===== src/rtl/sdram_bridge_pkg.sv =====
`default_nettype none
// ============================================================================
// Module   : sdram_bridge_pkg
// Purpose  : Shared definitions for the SDRAM CPU bridge: FSM state
//            encodings, byte-lane geometry, refresh interval calculation and
//            the read-modify-write byte-lane merge helper.
// Ports    : none (package)
// Revision : 1.0  initial release
// ============================================================================
package sdram_bridge_pkg;

    localparam int ADDR_W = 23;
    localparam int DATA_W = 32;
    localparam int LANES  = 4;
    localparam int LANE_W = 8;

    localparam logic [2:0] ST_IDLE     = 3'd0;
    localparam logic [2:0] ST_RD_WAIT  = 3'd1;
    localparam logic [2:0] ST_RMW_WAIT = 3'd2;
    localparam logic [2:0] ST_WR_WAIT  = 3'd3;
    localparam logic [2:0] ST_REF_WAIT = 3'd4;
    localparam logic [2:0] ST_ACK      = 3'd5;

    // Clock cycles between refresh requests. Divide first so the
    // intermediate product cannot overflow 32 bits.
    function automatic int unsigned ref_cycles(input int unsigned freq,
                                               input int unsigned us);
        return (freq / 1_000_000) * us;
    endfunction

    // Enabled lanes come from the CPU write data, the rest from memory.
    function automatic logic [DATA_W-1:0] merge_lanes(
        input logic [LANES-1:0]  we,
        input logic [DATA_W-1:0] wdata,
        input logic [DATA_W-1:0] rdata
    );
        logic [DATA_W-1:0] m;
        m = rdata;
        for (int i = 0; i < LANES; i++) begin
            if (we[i]) begin
                m[i*LANE_W +: LANE_W] = wdata[i*LANE_W +: LANE_W];
            end
        end
        return m;
    endfunction

endpackage
`default_nettype wire


===== src/rtl/sdram_bridge_refresh_timer.sv =====
`default_nettype none
// ============================================================================
// Module   : sdram_bridge_refresh_timer
// Purpose  : Free-running auto-refresh interval timer. Raises a pending
//            request every REF_CYC clocks and flags a sticky miss when an
//            interval expires before the previous request was served.
// Ports    : I_clk            clock
//            I_rst_n          synchronous active-low reset
//            I_clear_pending  refresh issued this cycle
//            O_pending        refresh request outstanding
//            O_refresh_miss   sticky overrun flag
// Revision : 1.0  initial release
// ============================================================================
module sdram_bridge_refresh_timer #(
    parameter int unsigned REF_CYC = 900
) (
    input  logic I_clk,
    input  logic I_rst_n,
    input  logic I_clear_pending,
    output logic O_pending,
    output logic O_refresh_miss
);

    localparam int CNT_W = (REF_CYC > 1) ? $clog2(REF_CYC) : 1;
    localparam logic [CNT_W-1:0] RELOAD = CNT_W'(REF_CYC - 1);

    logic [CNT_W-1:0] cnt_q, cnt_d;
    logic             pending_q, pending_d;
    logic             miss_q, miss_d;

    always_comb begin
        cnt_d     = cnt_q - CNT_W'(1);
        pending_d = pending_q & ~I_clear_pending;
        miss_d    = miss_q;
        if (cnt_q == '0) begin
            cnt_d     = RELOAD;
            // A new expiry outranks a clear in the same cycle.
            pending_d = 1'b1;
            if (pending_q) begin
                miss_d = 1'b1;
            end
        end
    end

    always_ff @(posedge I_clk) begin
        if (!I_rst_n) begin
            cnt_q     <= RELOAD;
            pending_q <= 1'b0;
            miss_q    <= 1'b0;
        end else begin
            cnt_q     <= cnt_d;
            pending_q <= pending_d;
            miss_q    <= miss_d;
        end
    end

    assign O_pending      = pending_q;
    assign O_refresh_miss = miss_q;

endmodule
`default_nettype wire


===== src/rtl/sdram_bridge.sv =====
`default_nettype none
// ============================================================================
// Module   : sdram_bridge
// Purpose  : CPU front end for the SDRAM controller. Converts held CPU
//            requests into one-cycle read/write/refresh command pulses,
//            performs read-modify-write for partial byte writes and owns
//            the auto-refresh timer.
// Ports    : I_clk, I_rst_n                  clock, sync active-low reset
//            I_cpu_*, O_cpu_*                CPU request/ack/pause interface
//            O_sd_cmd_*, O_sd_address,
//            O_sd_data_in                    command pulses + operands
//            I_sd_data_out, I_sd_data_ready,
//            I_sd_busy                       controller status/read data
//            O_refresh_miss                  sticky refresh overrun flag
// Revision : 1.0  initial release
// ============================================================================
module sdram_bridge
    import sdram_bridge_pkg::*;
#(
    parameter int unsigned FREQ       = 60_000_000,
    parameter int unsigned REFRESH_US = 15
) (
    input  logic              I_clk,
    input  logic              I_rst_n,
    input  logic              I_cpu_req,
    input  logic [ADDR_W-1:0] I_cpu_address,
    input  logic [LANES-1:0]  I_cpu_byte_we,
    input  logic [DATA_W-1:0] I_cpu_data_w,
    output logic [DATA_W-1:0] O_cpu_data_r,
    output logic              O_cpu_ack,
    output logic              O_cpu_pause,
    output logic              O_sd_cmd_read,
    output logic              O_sd_cmd_write,
    output logic              O_sd_cmd_refresh,
    output logic [ADDR_W-1:0] O_sd_address,
    output logic [DATA_W-1:0] O_sd_data_in,
    input  logic [DATA_W-1:0] I_sd_data_out,
    input  logic              I_sd_data_ready,
    input  logic              I_sd_busy,
    output logic              O_refresh_miss
);

    localparam int unsigned REF_CYC = ref_cycles(FREQ, REFRESH_US);

    logic [2:0]        state_q, state_d;
    logic              rd_q, rd_d, wr_q, wr_d, ref_q, ref_d;
    logic [ADDR_W-1:0] addr_q, addr_d;
    logic [DATA_W-1:0] sdata_q, sdata_d;
    logic [DATA_W-1:0] rdata_q, rdata_d;
    logic [DATA_W-1:0] wbuf_q, wbuf_d;
    logic              clear_pending;
    logic              pending;
    logic              issued;
    logic              done;
    logic [DATA_W-1:0] merged;

    sdram_bridge_refresh_timer #(
        .REF_CYC (REF_CYC)
    ) u_refresh_timer (
        .I_clk           (I_clk),
        .I_rst_n         (I_rst_n),
        .I_clear_pending (clear_pending),
        .O_pending       (pending),
        .O_refresh_miss  (O_refresh_miss)
    );

    // While a command pulse is on the bus the controller has not yet
    // registered busy, so busy=0 in that cycle does not mean "finished".
    assign issued = rd_q | wr_q | ref_q;
    assign done   = ~issued & ~I_sd_busy;
    assign merged = merge_lanes(I_cpu_byte_we, I_cpu_data_w, I_sd_data_out);

    always_comb begin
        state_d       = state_q;
        rd_d          = 1'b0;
        wr_d          = 1'b0;
        ref_d         = 1'b0;
        addr_d        = addr_q;
        sdata_d       = sdata_q;
        rdata_d       = rdata_q;
        wbuf_d        = wbuf_q;
        clear_pending = 1'b0;
        case (state_q)
            ST_IDLE: begin
                if (!I_sd_busy) begin
                    if (pending) begin
                        ref_d         = 1'b1;
                        clear_pending = 1'b1;
                        state_d       = ST_REF_WAIT;
                    end else if (I_cpu_req) begin
                        addr_d = I_cpu_address;
                        if (I_cpu_byte_we == '0) begin
                            rd_d    = 1'b1;
                            state_d = ST_RD_WAIT;
                        end else if (I_cpu_byte_we == '1) begin
                            wr_d    = 1'b1;
                            sdata_d = I_cpu_data_w;
                            state_d = ST_WR_WAIT;
                        end else begin
                            rd_d    = 1'b1;
                            state_d = ST_RMW_WAIT;
                        end
                    end
                end
            end
            ST_RD_WAIT: begin
                if (I_sd_data_ready) begin
                    rdata_d = I_sd_data_out;
                end
                if (done) begin
                    state_d = ST_ACK;
                end
            end
            ST_RMW_WAIT: begin
                if (I_sd_data_ready) begin
                    wbuf_d = merged;
                end
                // Read data may arrive in the same cycle busy drops, so the
                // write takes the live merge rather than the stale buffer.
                if (done) begin
                    wr_d    = 1'b1;
                    sdata_d = I_sd_data_ready ? merged : wbuf_q;
                    state_d = ST_WR_WAIT;
                end
            end
            ST_WR_WAIT: begin
                if (done) begin
                    state_d = ST_ACK;
                end
            end
            ST_REF_WAIT: begin
                if (done) begin
                    state_d = ST_IDLE;
                end
            end
            ST_ACK: begin
                state_d = ST_IDLE;
            end
            default: begin
                state_d = ST_IDLE;
            end
        endcase
    end

    always_ff @(posedge I_clk) begin
        if (!I_rst_n) begin
            state_q <= ST_IDLE;
            rd_q    <= 1'b0;
            wr_q    <= 1'b0;
            ref_q   <= 1'b0;
            addr_q  <= '0;
            sdata_q <= '0;
            rdata_q <= '0;
            wbuf_q  <= '0;
        end else begin
            state_q <= state_d;
            rd_q    <= rd_d;
            wr_q    <= wr_d;
            ref_q   <= ref_d;
            addr_q  <= addr_d;
            sdata_q <= sdata_d;
            rdata_q <= rdata_d;
            wbuf_q  <= wbuf_d;
        end
    end

    assign O_cpu_ack        = (state_q == ST_ACK);
    assign O_cpu_pause      = I_cpu_req & ~O_cpu_ack;
    assign O_cpu_data_r     = rdata_q;
    assign O_sd_cmd_read    = rd_q;
    assign O_sd_cmd_write   = wr_q;
    assign O_sd_cmd_refresh = ref_q;
    assign O_sd_address     = addr_q;
    assign O_sd_data_in     = sdata_q;

endmodule
`default_nettype wire


===== config.mk =====
export PLATFORM = sky130hd
export DESIGN_NAME = sdram_bridge
export DESIGN_NICKNAME = d
export VERILOG_FILES = /design/src/rtl/sdram_bridge_pkg.sv /design/src/rtl/sdram_bridge_refresh_timer.sv /design/src/rtl/sdram_bridge.sv
export SDC_FILE = /design/constraint.sdc
export NUM_CORES = 1
export LEC_CHECK = 0
export BUFFER_PORTS_ARGS = -buffer_cell sky130_fd_sc_hd__clkbuf_2
export CORE_MARGIN = 1
export CORE_UTILIZATION = 44
export CTS_CLUSTER_SIZE = 14
export DETAILED_ROUTE_END_ITERATION = 12
export PLACE_DENSITY_LB_ADDON = 0.25
export SYNTH_ARGS = -nofsm -noshare
export SYNTH_HDL_FRONTEND = slang
export SYNTH_SLANG_ARGS = --single-unit

===== constraint.sdc =====
create_clock -name I_clk -period 2.54 [get_ports I_clk]
set_clock_uncertainty 0.15 [all_clocks]
set_input_delay 0.381 -clock I_clk [delete_from_list [all_inputs] [get_ports I_clk]]
set_output_delay 0.381 -clock I_clk [all_outputs]
set_load 0.03 [all_outputs]

==> key figures <==
Outcome
  • Status: finished clean

GRT
  • Remaining global-route overflow: 0
  • GRT Util Overall: 23.7%
  • Initial antenna violation count: 0
  • First-pass GRT wire length: 27100 um
  • Largest net degree at the start of global routing: 53
  • Vias in the first global route: 5366

Pwr
  • Final total power: 5.93 mW
  • Leak pwr: 3.73 nW
  • Power Density: 748 nW/um^2
  • Maximum vdd drop: 0.000688 V

Drt
  • Via/cell ratio: 5.43
  • Via count: 5855
  • Total Wirelength: 17000 um
  • DR pass1 iterations: 4
  • ANT nets after route: 0
  • Drt wl/cell: 15.8 um
  • Detailed-route DRC error count: 0
  • Initial drt markers: 284

Finish
  • Fill cell count: 1299
  • Area of the multi-input gates: 3190 sq um
  • Proportion of layout cells with a drive suffix above 1: 27.8%
  • Commonest cells after routing, fill and taps aside: 187 x clkbuf_2, 159 x nand2_1, 137 x dfxtp_1
  • Storage cell area: 2740 sq um
  • Fin nets: 983
  • Commonest non-fill, non-tap cell in the layout: clkbuf_2
  • # diodes: 0
  • Synthesis-to-finish area growth: 27.8%

Timing
  • Final worst-path cycle share: 88.0%
  • Max Clk Rate: 448 MHz
  • TNS Setup: 0 ns
  • Post-route minimum period: 2.23 ns
  • Final setup fails: 0
  • Fin worst setup slack: 0.306 ns
  • Pins Over Slew Limit: 0
  • Worst slew margin: 60.4%
  • Final hold violation count: 0
  • WHS: 0.0388 ns
  • Worst slew pin tran: 0.588 ns
  • RSZ-0062 raised after global routing: no

Synthesis
  • Area contributors post-synth: dfxtp_1 44%, nand2_1 9.6%, a21boi_0 6.9%
  • FF+latch count, synth: 137
  • Synthesized Nets: 812
  • Yosys top cell area share: 44.3%
  • Post-synth EDFFs: 0
  • Sequential share of the synthesized area: 44.3%
  • Post-Syn Area: 6200 sq um
  • Async set-reset flop share out of synthesis: 0%
  • Most used DFF post-synth: dfxtp_1
  • Synth Area per Inst: 8.68 sq um
  • Unique masters post-synth: 42
  • Dominant cell type by area after synthesis: dfxtp_1
  • Post-synthesis cell count: 714
  • Ys Warns: 0

Worst setup path
  • Kind of critical path: reg -> reg
  • CP max FO: 31
  • Crit end category: register
  • Startpoint Class: register
  • Slowest CP cell: or4b_4
  • Critical Path, Cell by Cell: or4b_4, or3_1, o211a_4, a32o_1
  • Crit path required time: 2.70 ns
  • Worst path max stage delay: 0.56 ns
  • CP arrival: 2.39 ns

Placement
  • Pre-CTS WS: 0.223 ns
  • Final GP Congestion: 0.813
  • DP HPWL: 11500 um
  • Port bufs: 188

CTS
  • Postcts setup bufs: 0
  • Clock Path Buffers: 2
  • Num CTS Buffers: 17
  • Root Driver: clkbuf_16
  • Hold Buf Count CTS: 0
  • CTS tree: built
  • Clk pin slew, worst setup/hold paths: 0.06 ns
  • H-tree levels: 4
  • Resize count post-CTS: 0
  • Worst-skew pair later-pin latency: 0.42 ns
  • Clk sinks: 137

Floorplanning
  • IO Count: 189
  • Die W: 121 um
  • Starting Density: 44.8%
  • Die area: 14600 sq um
  • Row count: 43
  • Core ar.: 13800 sq um
  • Die height: 121 um

Worst hold path
  • Hold WC Path Type: in -> reg

Flow run
  • Max-Cap Viols: 0
[area by class of cell]
cell class | count | area share (%)
clock buffers | 17 | 5.37
flip-flops and latches | 137 | 34.6
repair buffers | 213 | 14.4
inverters | 4 | 0.190
multi-input cells | 512 | 40.3
well taps | 180 | 2.84
clock inverters | 15 | 2.24
[logic make-up (layout without fill, tap and decap cells)]
family | Yosys count | after routing | synth area share [%]
compound gates | 201 | 201 | 26.8
xor+xnor | 7 | 7 | 0.989
flops | 137 | 137 | 44.3
simple gates | 270 | 270 | 18.0
mux | 32 | 32 | 5.17
fa+ha+maj | 2 | 2 | 0.404
buf+inv | 65 | 249 | 4.38
[state kept, by name, indices dropped and copies added, names as in the netlist]
register                        cells
O_sd_cmd_write                      1
O_sd_cmd_read                       1
O_sd_address                       23
O_sd_data_in                       32
u_refresh_timer.O_pending           1
O_sd_cmd_refresh                    1
state_q                             3
O_cpu_data_r                       32
wbuf_q                             32
u_refresh_timer.O_refresh_miss      1
u_refresh_timer.cnt_q              10
[per-layer routing]
layer / track usage (%) / part of all wire, %
met5: 0 / 0
met4: 7.87 / 1.0
met3: 5.71 / 6.6
met1: 31.1 / 47
met2: 38.1 / 46
[synthesized netlist by cell type, types with 2 or more instances]
library cell / count
o22a_1: 31
or4_1: 4
clkbuf_1: 53
a21oi_1: 5
nand3b_1: 2
nand3_1: 2
inv_1: 4
xor2_1: 2
buf_2: 4
ha_1: 2
o21ai_0: 4
and2_1: 3
a31oi_1: 31
buf_6: 3
o21a_1: 2
xnor2_1: 5
nand2_1: 159
nor4_1: 3
a32o_1: 31
dfxtp_1: 137
nor3b_1: 3
nor3_1: 6
mux2i_1: 32
and3_1: 4
a21boi_0: 57
nor2_1: 76
nor2b_1: 2
o211a_1: 33
[worst paths after layout]
check | start | end | slack (ns) | cells after the start
max reg2reg | u_refresh_timer.O_pending | O_sd_data_in[6] | 0.31 | 4
min reg2reg | u_refresh_timer.cnt_q[0] | u_refresh_timer.cnt_q[0] | 0.28 | 1
min | I_cpu_address[3] | O_sd_address[3] | 0.04 | 3
max | u_refresh_timer.O_pending | O_sd_data_in[6] | 0.31 | 4
[worst max-delay path, delay by kind of cell, from the launching register on]
| kind | cells | cell delay, ns |
|---|---|---|
| simple gates | 2 | 0.91 |
| compound gates | 2 | 0.66 |
| flops | 1 | 0.38 |
[per-stage QoR]
step | area (sq um) | cells | util [%]
global route | 7920 | 1078 | 57.3
global placement | 7320 | 1046 | 52.9
finish | 7920 | 1078 | 57.3
floorplan | 6200 | 714 | -
detailed placement | 7320 | 1046 | 52.9
CTS | 7920 | 1078 | 57.3
[where the power goes]
part           switching (mW)  total [mW]  leakage, nW  internal, mW
sequential             0.0889        2.38         1.11          2.29
clock                   0.981        2.52        0.270          1.54
combinational           0.633        1.03         2.35         0.396
total                    1.70        5.93         3.73          4.23
Power figures use the tool's default switching activity.
